--- src/rtl/tdc_pkg.sv ---
// Shared types and helpers for the TDC burst sequencer.
//   seq_state_t : sequencer FSM states
//   DEF_CODE_W  : default TDC code width
//   log2()      : ceil(log2(n)), used to size the accumulator and the mean shift
package tdc_pkg;

  localparam int DEF_CODE_W = 8;

  typedef enum logic [2:0] {
    S_IDLE     = 3'd0,
    S_ARM      = 3'd1,
    S_WAIT_ACK = 3'd2,
    S_WAIT_RDY = 3'd3,
    S_CAPTURE  = 3'd4,
    S_DONE     = 3'd5,
    S_ERR      = 3'd6
  } seq_state_t;

  function automatic int log2(input int n);
    int r;
    r = 0;
    for (int i = 0; i < 31; i++) begin
      if ((1 << i) < n) r = i + 1;
    end
    return r;
  endfunction

endpackage

--- src/rtl/tdc_watchdog.sv ---
// Per-conversion watchdog for the TDC sequencer.
// Counts cycles while enabled. o_tc is high during the TIMEOUT-th enabled
// cycle after a clear, so the owner can abort on that same edge.
//   i_clk, i_rst_n : clock, async active-low reset
//   i_clear        : restart the count (takes priority over enable)
//   i_enable       : count this cycle
//   o_tc           : terminal count reached in this cycle
module tdc_watchdog #(
  parameter int TIMEOUT = 64
) (
  input  logic i_clk,
  input  logic i_rst_n,
  input  logic i_clear,
  input  logic i_enable,
  output logic o_tc
);

  localparam int WD_W = $clog2(TIMEOUT + 1);

  logic [WD_W-1:0] r_count;

  always_ff @(posedge i_clk or negedge i_rst_n) begin
    if (!i_rst_n) begin
      r_count <= '0;
    end else if (i_clear) begin
      r_count <= '0;
    end else if (i_enable) begin
      r_count <= r_count + WD_W'(1);
    end
  end

  assign o_tc = i_enable && (r_count == WD_W'(TIMEOUT - 1));

endmodule

--- src/rtl/tdc_sequencer.sv ---
// Initiator side of the TDC controller start/ready handshake.
// A trigger launches a burst of N_AVG conversions; the codes are summed and
// the mean (sum >> log2(N_AVG), truncated) is offered on a valid/ack port.
// A watchdog aborts a conversion that does not reach ready in TIMEOUT cycles.
//   i_clk, i_rst_n   : clock, async active-low reset
//   i_trig           : burst request, only looked at in IDLE
//   o_busy           : trig accepted until back in IDLE
//   o_start          : one-cycle start pulse to the controller
//   i_clear/i_running: controller has acknowledged the start
//   i_ready, i_code  : conversion done, code valid
//   o_result, o_result_valid, i_result_ack : burst mean handshake
//   o_timeout_err    : sticky abort flag, cleared by the next accepted trig
//
// state      | meaning
// IDLE       | waiting for trig
// ARM        | start pulse out, watchdog restarted
// WAIT_ACK   | waiting for clear/running (or an early ready)
// WAIT_RDY   | conversion running, waiting for ready
// CAPTURE    | accumulate code, pick next conversion or finish
// DONE       | result offered until acked
// ERR        | watchdog expired, flag error and drop busy
module tdc_sequencer
  import tdc_pkg::*;
#(
  parameter int N_AVG   = 4,
  parameter int CODE_W  = DEF_CODE_W,
  parameter int TIMEOUT = 64
) (
  input  logic              i_clk,
  input  logic              i_rst_n,
  input  logic              i_trig,
  output logic              o_busy,
  output logic              o_start,
  input  logic              i_clear,
  input  logic              i_running,
  input  logic              i_ready,
  input  logic [CODE_W-1:0] i_code,
  output logic [CODE_W-1:0] o_result,
  output logic              o_result_valid,
  input  logic              i_result_ack,
  output logic              o_timeout_err
);

  localparam int LOG2_N = log2(N_AVG);
  localparam int SUM_W  = CODE_W + LOG2_N;
  localparam int IDX_W  = LOG2_N + 1;
  localparam logic [IDX_W-1:0] IDX_LAST = IDX_W'(N_AVG - 1);

  if ((N_AVG < 1) || ((N_AVG & (N_AVG - 1)) != 0)) begin : g_bad_navg
    $error("tdc_sequencer: N_AVG must be a power of 2 and >= 1");
  end
  if (TIMEOUT < 4) begin : g_bad_timeout
    $error("tdc_sequencer: TIMEOUT must be >= 4");
  end

  seq_state_t        r_state;
  logic              r_busy;
  logic              r_start;
  logic              r_result_valid;
  logic              r_timeout_err;
  logic [CODE_W-1:0] r_result;
  logic [CODE_W-1:0] r_code;
  logic [SUM_W-1:0]  r_sum;
  logic [IDX_W-1:0]  r_idx;

  logic              w_wd_clear;
  logic              w_wd_en;
  logic              w_wd_tc;
  logic [SUM_W-1:0]  w_sum_next;
  logic [CODE_W-1:0] w_mean;

  assign w_wd_clear = (r_state == S_ARM);
  assign w_wd_en    = (r_state == S_WAIT_ACK) || (r_state == S_WAIT_RDY);
  assign w_sum_next = r_sum + SUM_W'(r_code);
  assign w_mean     = CODE_W'(w_sum_next >> LOG2_N);

  tdc_watchdog #(
    .TIMEOUT (TIMEOUT)
  ) u_watchdog (
    .i_clk    (i_clk),
    .i_rst_n  (i_rst_n),
    .i_clear  (w_wd_clear),
    .i_enable (w_wd_en),
    .o_tc     (w_wd_tc)
  );

  always_ff @(posedge i_clk or negedge i_rst_n) begin
    if (!i_rst_n) begin
      r_state        <= S_IDLE;
      r_busy         <= 1'b0;
      r_start        <= 1'b0;
      r_result_valid <= 1'b0;
      r_timeout_err  <= 1'b0;
      r_result       <= '0;
      r_code         <= '0;
      r_sum          <= '0;
      r_idx          <= '0;
    end else begin
      // start is registered: it is raised on every entry to ARM and only there
      r_start <= 1'b0;
      case (r_state)
        S_IDLE: begin
          if (i_trig) begin
            r_state       <= S_ARM;
            r_sum         <= '0;
            r_idx         <= '0;
            r_timeout_err <= 1'b0;
            r_busy        <= 1'b1;
            r_start       <= 1'b1;
          end
        end
        S_ARM: begin
          r_state <= S_WAIT_ACK;
        end
        // ready beats the watchdog, and the watchdog beats clear/running so a
        // late acknowledge cannot carry the count past its terminal value
        S_WAIT_ACK: begin
          if (i_ready) begin
            r_code  <= i_code;
            r_state <= S_CAPTURE;
          end else if (w_wd_tc) begin
            r_state <= S_ERR;
          end else if (i_clear || i_running) begin
            r_state <= S_WAIT_RDY;
          end
        end
        S_WAIT_RDY: begin
          if (i_ready) begin
            r_code  <= i_code;
            r_state <= S_CAPTURE;
          end else if (w_wd_tc) begin
            r_state <= S_ERR;
          end
        end
        S_CAPTURE: begin
          r_sum <= w_sum_next;
          r_idx <= r_idx + IDX_W'(1);
          if (r_idx == IDX_LAST) begin
            r_state        <= S_DONE;
            r_result_valid <= 1'b1;
            r_result       <= w_mean;
          end else begin
            r_state <= S_ARM;
            r_start <= 1'b1;
          end
        end
        S_DONE: begin
          if (i_result_ack && r_result_valid) begin
            r_result_valid <= 1'b0;
            r_busy         <= 1'b0;
            r_state        <= S_IDLE;
          end
        end
        S_ERR: begin
          r_timeout_err <= 1'b1;
          r_busy        <= 1'b0;
          r_state       <= S_IDLE;
        end
        default: begin
          r_state <= S_IDLE;
        end
      endcase
    end
  end

  assign o_busy         = r_busy;
  assign o_start        = r_start;
  assign o_result       = r_result;
  assign o_result_valid = r_result_valid;
  assign o_timeout_err  = r_timeout_err;

endmodule

--- config.mk ---
export PLATFORM = sky130hd
export DESIGN_NAME = tdc_sequencer
export DESIGN_NICKNAME = d
export VERILOG_FILES = /design/src/rtl/tdc_pkg.sv /design/src/rtl/tdc_watchdog.sv /design/src/rtl/tdc_sequencer.sv
export SDC_FILE = /design/constraint.sdc
export NUM_CORES = 1
export LEC_CHECK = 0
export CELL_PAD_IN_SITES_DETAIL_PLACEMENT = 0
export CELL_PAD_IN_SITES_GLOBAL_PLACEMENT = 1
export CORE_MARGIN = 1
export CORE_UTILIZATION = 40
export DETAILED_ROUTE_END_ITERATION = 7
export PLACE_DENSITY_LB_ADDON = 0.1
export SYNTH_ARGS = -nofsm -noshare
export SYNTH_HDL_FRONTEND = slang
export SYNTH_SLANG_ARGS = --single-unit
--- constraint.sdc ---
create_clock -name i_clk -period 2.5 [get_ports i_clk]
set_input_delay 0.375 -clock i_clk [delete_from_list [all_inputs] [get_ports i_clk]]
set_output_delay 0.375 -clock i_clk [all_outputs]
set_load 0.02 [all_outputs]
Yosys cells after proc, flatten, opt, wreduce, memory -nomap -nowiden
Cells that the tools add are included.
{"block": "totals", "out_inout_bits": 12, "reg_bits": 43, "latchBits": 0, "mem_bits_ro": 0, "wordCells": 69, "memories": 0, "mem_bits_rw": 0, "inputBits": 15}
{"block": "classes", "eq_ne": 13, "mux": 25, "n_reduce_logical": 18, "shifts": 0, "mul": 0, "div_mod_pow": 0, "bitwise": 0, "addsub": 3, "magnitude_cmp": 0}
{"cell": "$mux W3", "n": 9}
{"cell": "$pmux W10 S2", "n": 1}
{"cell": "$pmux W3 S6", "n": 1}
{"cell": "$mux W7", "n": 2}
{"cell": "$add A10 B8 Y10", "n": 1}
{"cell": "$mux W10", "n": 1}
{"cell": "$eq A3 B2 Y1 const B", "n": 3}
{"cell": "$eq A3 B3 Y1 const B", "n": 3}
{"cell": "$reduce_and A2 Y1", "n": 4}
{"cell": "$reduce_bool A2 Y1", "n": 4}
{"cell": "$add A7 B1 Y7 const B", "n": 1}
{"cell": "$eq A7 B6 Y1 const B", "n": 1}
{"cell": "$mux W1", "n": 6}
{"cell": "$ne A2 B2 Y1 const B", "n": 3}
{"cell": "$pmux W1 S2", "n": 3}
{"cell": "$pmux W3 S2", "n": 1}
{"cell": "$reduce_and A3 Y1", "n": 2}
{"cell": "$ne A4 B2 Y1 const B", "n": 1}
{"cell": "$reduce_and A4 Y1", "n": 1}
{"cell": "$add A3 B1 Y3 const B", "n": 1}
{"cell": "$eq A3 B1 Y1 const B", "n": 1}
{"cell": "$logic_not A3 Y1", "n": 1}
{"cell": "$ne A3 B2 Y1 const B", "n": 1}
{"cell": "$pmux W1 S3", "n": 1}
{"cell": "4 further kinds", "n": 6}

Logic depth before layout (Yosys ltp)
{"block": "depth", "depth_word": 6, "mapped_depth": 8, "depth_no_buf": 7}

By module
From an unflattened synthesis, not the netlist that was laid out.
{"block": "unflattened", "cells_unflattened": 215, "area_unflattened_um2": 2187.1}
{"module": "tdc_sequencer", "cells_per_inst": 183, "seq_area_each_um2": 900.9, "instances": 1, "area_each_um2": 1851.8}
{"module": "tdc_watchdog", "cells_per_inst": 32, "seq_area_each_um2": 175.2, "instances": 1, "area_each_um2": 335.3}

Least setup slack after synthesis
OpenSTA, ideal clock, no wires.
{"block": "synth_path", "path_kind": "reg2reg", "startpoint": "register r_code[0]", "endpoint": "register r_sum[8]", "arrival_time_ns": 1.809, "path_slack_ns": 0.566, "path_stages_with_launch": 8, "t_required_ns": 2.375, "path_buffers": 0, "path_cell_list": "dfrtp_1 ha_1 fa_1 a211oi_2 o211ai_2 o211ai_2 nor2_1 mux2_4"}
{"block": "synth_between", "elab_chain_len": 2}
{"element": "from (decl)", "line_no": "tdc_sequencer.sv:62", "text": "logic [CODE_W-1:0] r_code;"}
{"element": "from (signal assigned)", "line_no": "tdc_sequencer.sv:119", "text": "r_code <= i_code;"}
{"element": "from (signal assigned)", "line_no": "tdc_sequencer.sv:129", "text": "r_code <= i_code;"}
{"element": "$add A10 B8 Y10", "line_no": "tdc_sequencer.sv:74", "text": "assign w_sum_next = r_sum + SUM_W'(r_code);"}
{"element": "$pmux W10 S2", "line_no": "tdc_sequencer.sv:101", "text": "case (r_state)"}
{"element": "to (signal assigned)", "line_no": "tdc_sequencer.sv:136", "text": "r_sum <= w_sum_next;"}
{"element": "to (decl)", "line_no": "tdc_sequencer.sv:63", "text": "logic [SUM_W-1:0] r_sum;"}
Every way passes these cells.
A chain may end at the register's enable or synchronous reset.

Worst setup path after layout
{"block": "layout_path", "startpoint": "register r_code[0]", "endpoint": "register r_sum[6]"}
Same word-level chain as after synthesis.

==> impl_metrics.ini <==
[finish]
final_cell_mix = 43 x dfrtp_1, 28 x nand2_1, 25 x clkdlybuf4s50_1
final_common_cell = dfrtp_1
drive_above_1_share = 0.124
areaGrowthSynthToFinish_pct = 18.2
n_antenna_cell = 0
final_cell_count_no_fill = 311
ff_latch_area_um2 = 1080
multiInputGateArea_um2 = 1080
nNetsFinal = 267
fill_cells = 493

[power]
irDropWorstVdd_mv = 0.486
p_leak_nw = 1.16
switchingPower_mw = 1.16
p_int_mw = 1.72
p_clk_frac = 0.147
power.density_nw_per_um2 = 1100
switching_share = 0.403
combinationalPowerShare = 0.456
p_seq_frac = 0.397

[die]
rows = 26
start_util = 0.425
io-pin-count = 27
die_h_um = 76.4
core_um2 = 5200
die_x_um = 76.4
fp.dieArea_um2 = 5840

[clock_network]
post_cts_buffers = 0
cts_max_level = 2
cts_buffers = 5
clock_tree.root_cell = clkbuf_8
ctsHoldBuffers = 0
post_cts_resized = 0
clk-insertion-delay-late_ns = 0.29
cts_sinks = 43
tritoncts = built
clockBufferDepth = 2
path_clk_slew_ns = 0.08

[grt]
grt_max_degree = 23
grtUsageMet1 = 0.236
use_met3 = 0.0263
antenna_found_initial = 0
grt_pass1_wl_um = 7950
grt-busiest-layer = met2
grt_pass1_vias = 1667
grt.total_usage = 0.169
grt_overflow = 0
use_met2 = 0.264

[worst_setup_path]
setup.worst_path.end_class = register
cp.arrival_ns = 2.30
cp.required_ns = 2.66
worstSetupPathType = reg -> reg
critPathLaunchType = register
path_max_fanout = 3

[sta]
fin_crit_ns = 2.13
setup_ws_ns = 0.366
worstMarginPinSlew_ns = 0.528
final-setup-viol-count = 0
final_hold_viol_count = 0
slew_violations = 0
post-route-period-util = 0.854
fmax_mhz = 469
setup_tns_ns = 0
fin_skew_ns = 0.00609
rsz0062_at_grt = no
relSlewSlack = 0.648

[logic_synthesis]
syn-num-nets = 238
ys_warn_count = 0
async_reset_ff_frac = 1.00
syn_avg_cell_area_um2 = 10.5
synth_edf_count = 0
syn-instance-count = 211
ys_seq_elements = 43
ys.flop_type = dfrtp_1
yosysSeqAreaShare = 0.486
syn_area_um2 = 2210
synth_cell_types = 43

[placed_design]
pre_cts_ws_ns = 0.386
dp_cells = 303
place.gp.congestion = 0.860
hpwl_um = 3340
port_buffers = 26

[routing]
drc_errors = 0
drtIter0Drc = 119
wl_per_cell_um = 14.5
vias = 1637
dr.pass1.iters = 4
antenna_left = 0
drt-vias-per-instance = 5.26
finalWirelength_um = 4510

[outcome]
status = complete, no violations

[worst_hold_path]
hold_class = in -> async

[flow_run]
cap_violations = 0
[critical path: stages (launching register included)]
cell	delay (ns)
dfrtp_1	0.40
ha_1	0.25
fa_1	0.44
a211oi_2	0.31
o21ai_0	0.14
a21oi_1	0.19
xor2_1	0.19
o21ai_0	0.09
[path summary, 6_finish.rpt]
check | startpoint | end | slack [ns] | cells past startpoint
max | r_code[0] | r_sum[6] | 0.37 | 7
min | i_rst_n | r_sum[9] | 0.03 | 1
max reg2reg | r_code[0] | r_sum[6] | 0.37 | 7
min reg2reg | o_result[5] | o_result[5] | 0.49 | 2
max in group asynchronous | i_rst_n | r_code[7] | 1.78 | 2
min in group i_clk | o_result[5] | o_result[5] | 0.49 | 2
[area by class of cell]
type | instances | area share
multi-input cells | 156 | 0.413
flip-flops and latches | 43 | 0.411
repair buffers | 28 | 0.103
well taps | 70 | 0.0334
clock buffers | 7 | 0.0291
inverters | 6 | 0.00860
clock inverters | 1 | 0.00191
[per-stage QoR]
| step | area, um2 | power (mW) | hold WS [ns] | utilization |
|---|---|---|---|---|
| 3_3_place_gp | 2540 | 2.44 | 0.357 | 0.488 |
| 2_1_floorplan | 2210 | 2.10 | 0.0794 | - |
| 6_report | 2620 | 2.88 | 0.0319 | 0.503 |
| 4_1_cts | 2620 | 2.91 | 0.0507 | 0.503 |
| 5_1_grt | 2620 | 3.14 | 0.0733 | 0.503 |
| 3_5_place_dp | 2540 | 2.48 | 0.366 | 0.488 |
[power groups by stage]
stage          registers, mW  logic (mW)  clock network [mW]
2_1_floorplan           1.11       0.984                   0
4_1_cts                 1.14        1.33               0.440
3_3_place_gp            1.14        1.30                   0
6_report                1.14        1.31               0.425
3_5_place_dp            1.16        1.32                   0
5_1_grt                 1.18        1.49               0.464
[sequential cells by signal (all words and copies together), names as in the netlist]
name and cells:
o_result_valid 1, r_code 8, o_busy 1, u_watchdog.r_count 7, r_sum 10, o_timeout_err 1, r_idx 3, r_state 3
o_start 1, o_result 8
[synth_stat cells, types with 5 or more instances]
library cell | number | area (um2)
nor3_1 | 5 | 25.0
inv_1 | 6 | 22.5
a22o_1 | 7 | 61.3
ha_1 | 11 | 138
nor2_1 | 13 | 48.8
xor2_1 | 7 | 61.3
a21oi_1 | 9 | 45.0
nand2_1 | 28 | 105
dfrtp_1 | 43 | 1080
o21ai_0 | 21 | 105
nand3_1 | 5 | 25.0
mux2_2 | 10 | 113
[per-layer routing]
metal / up-vias / wire length, um / share of wire
li1: 805 / - / -
met1: 798 / 2270 / 0.50
met2: 27 / 2070 / 0.46
met3: 7 / 107 / 0.024
met4: 0 / 63 / 0.014
met5: - / 0 / 0
[cell families after synthesis]
group,Yosys count,synth area share
fa+ha+maj,12,0.0712
xor+xnor,10,0.0396
mux,12,0.0621
compound gates,59,0.176
buf+inv,12,0.0260
simple gates,63,0.139
flops,43,0.486
No activity file was read; power rests on OpenSTA's default activity.
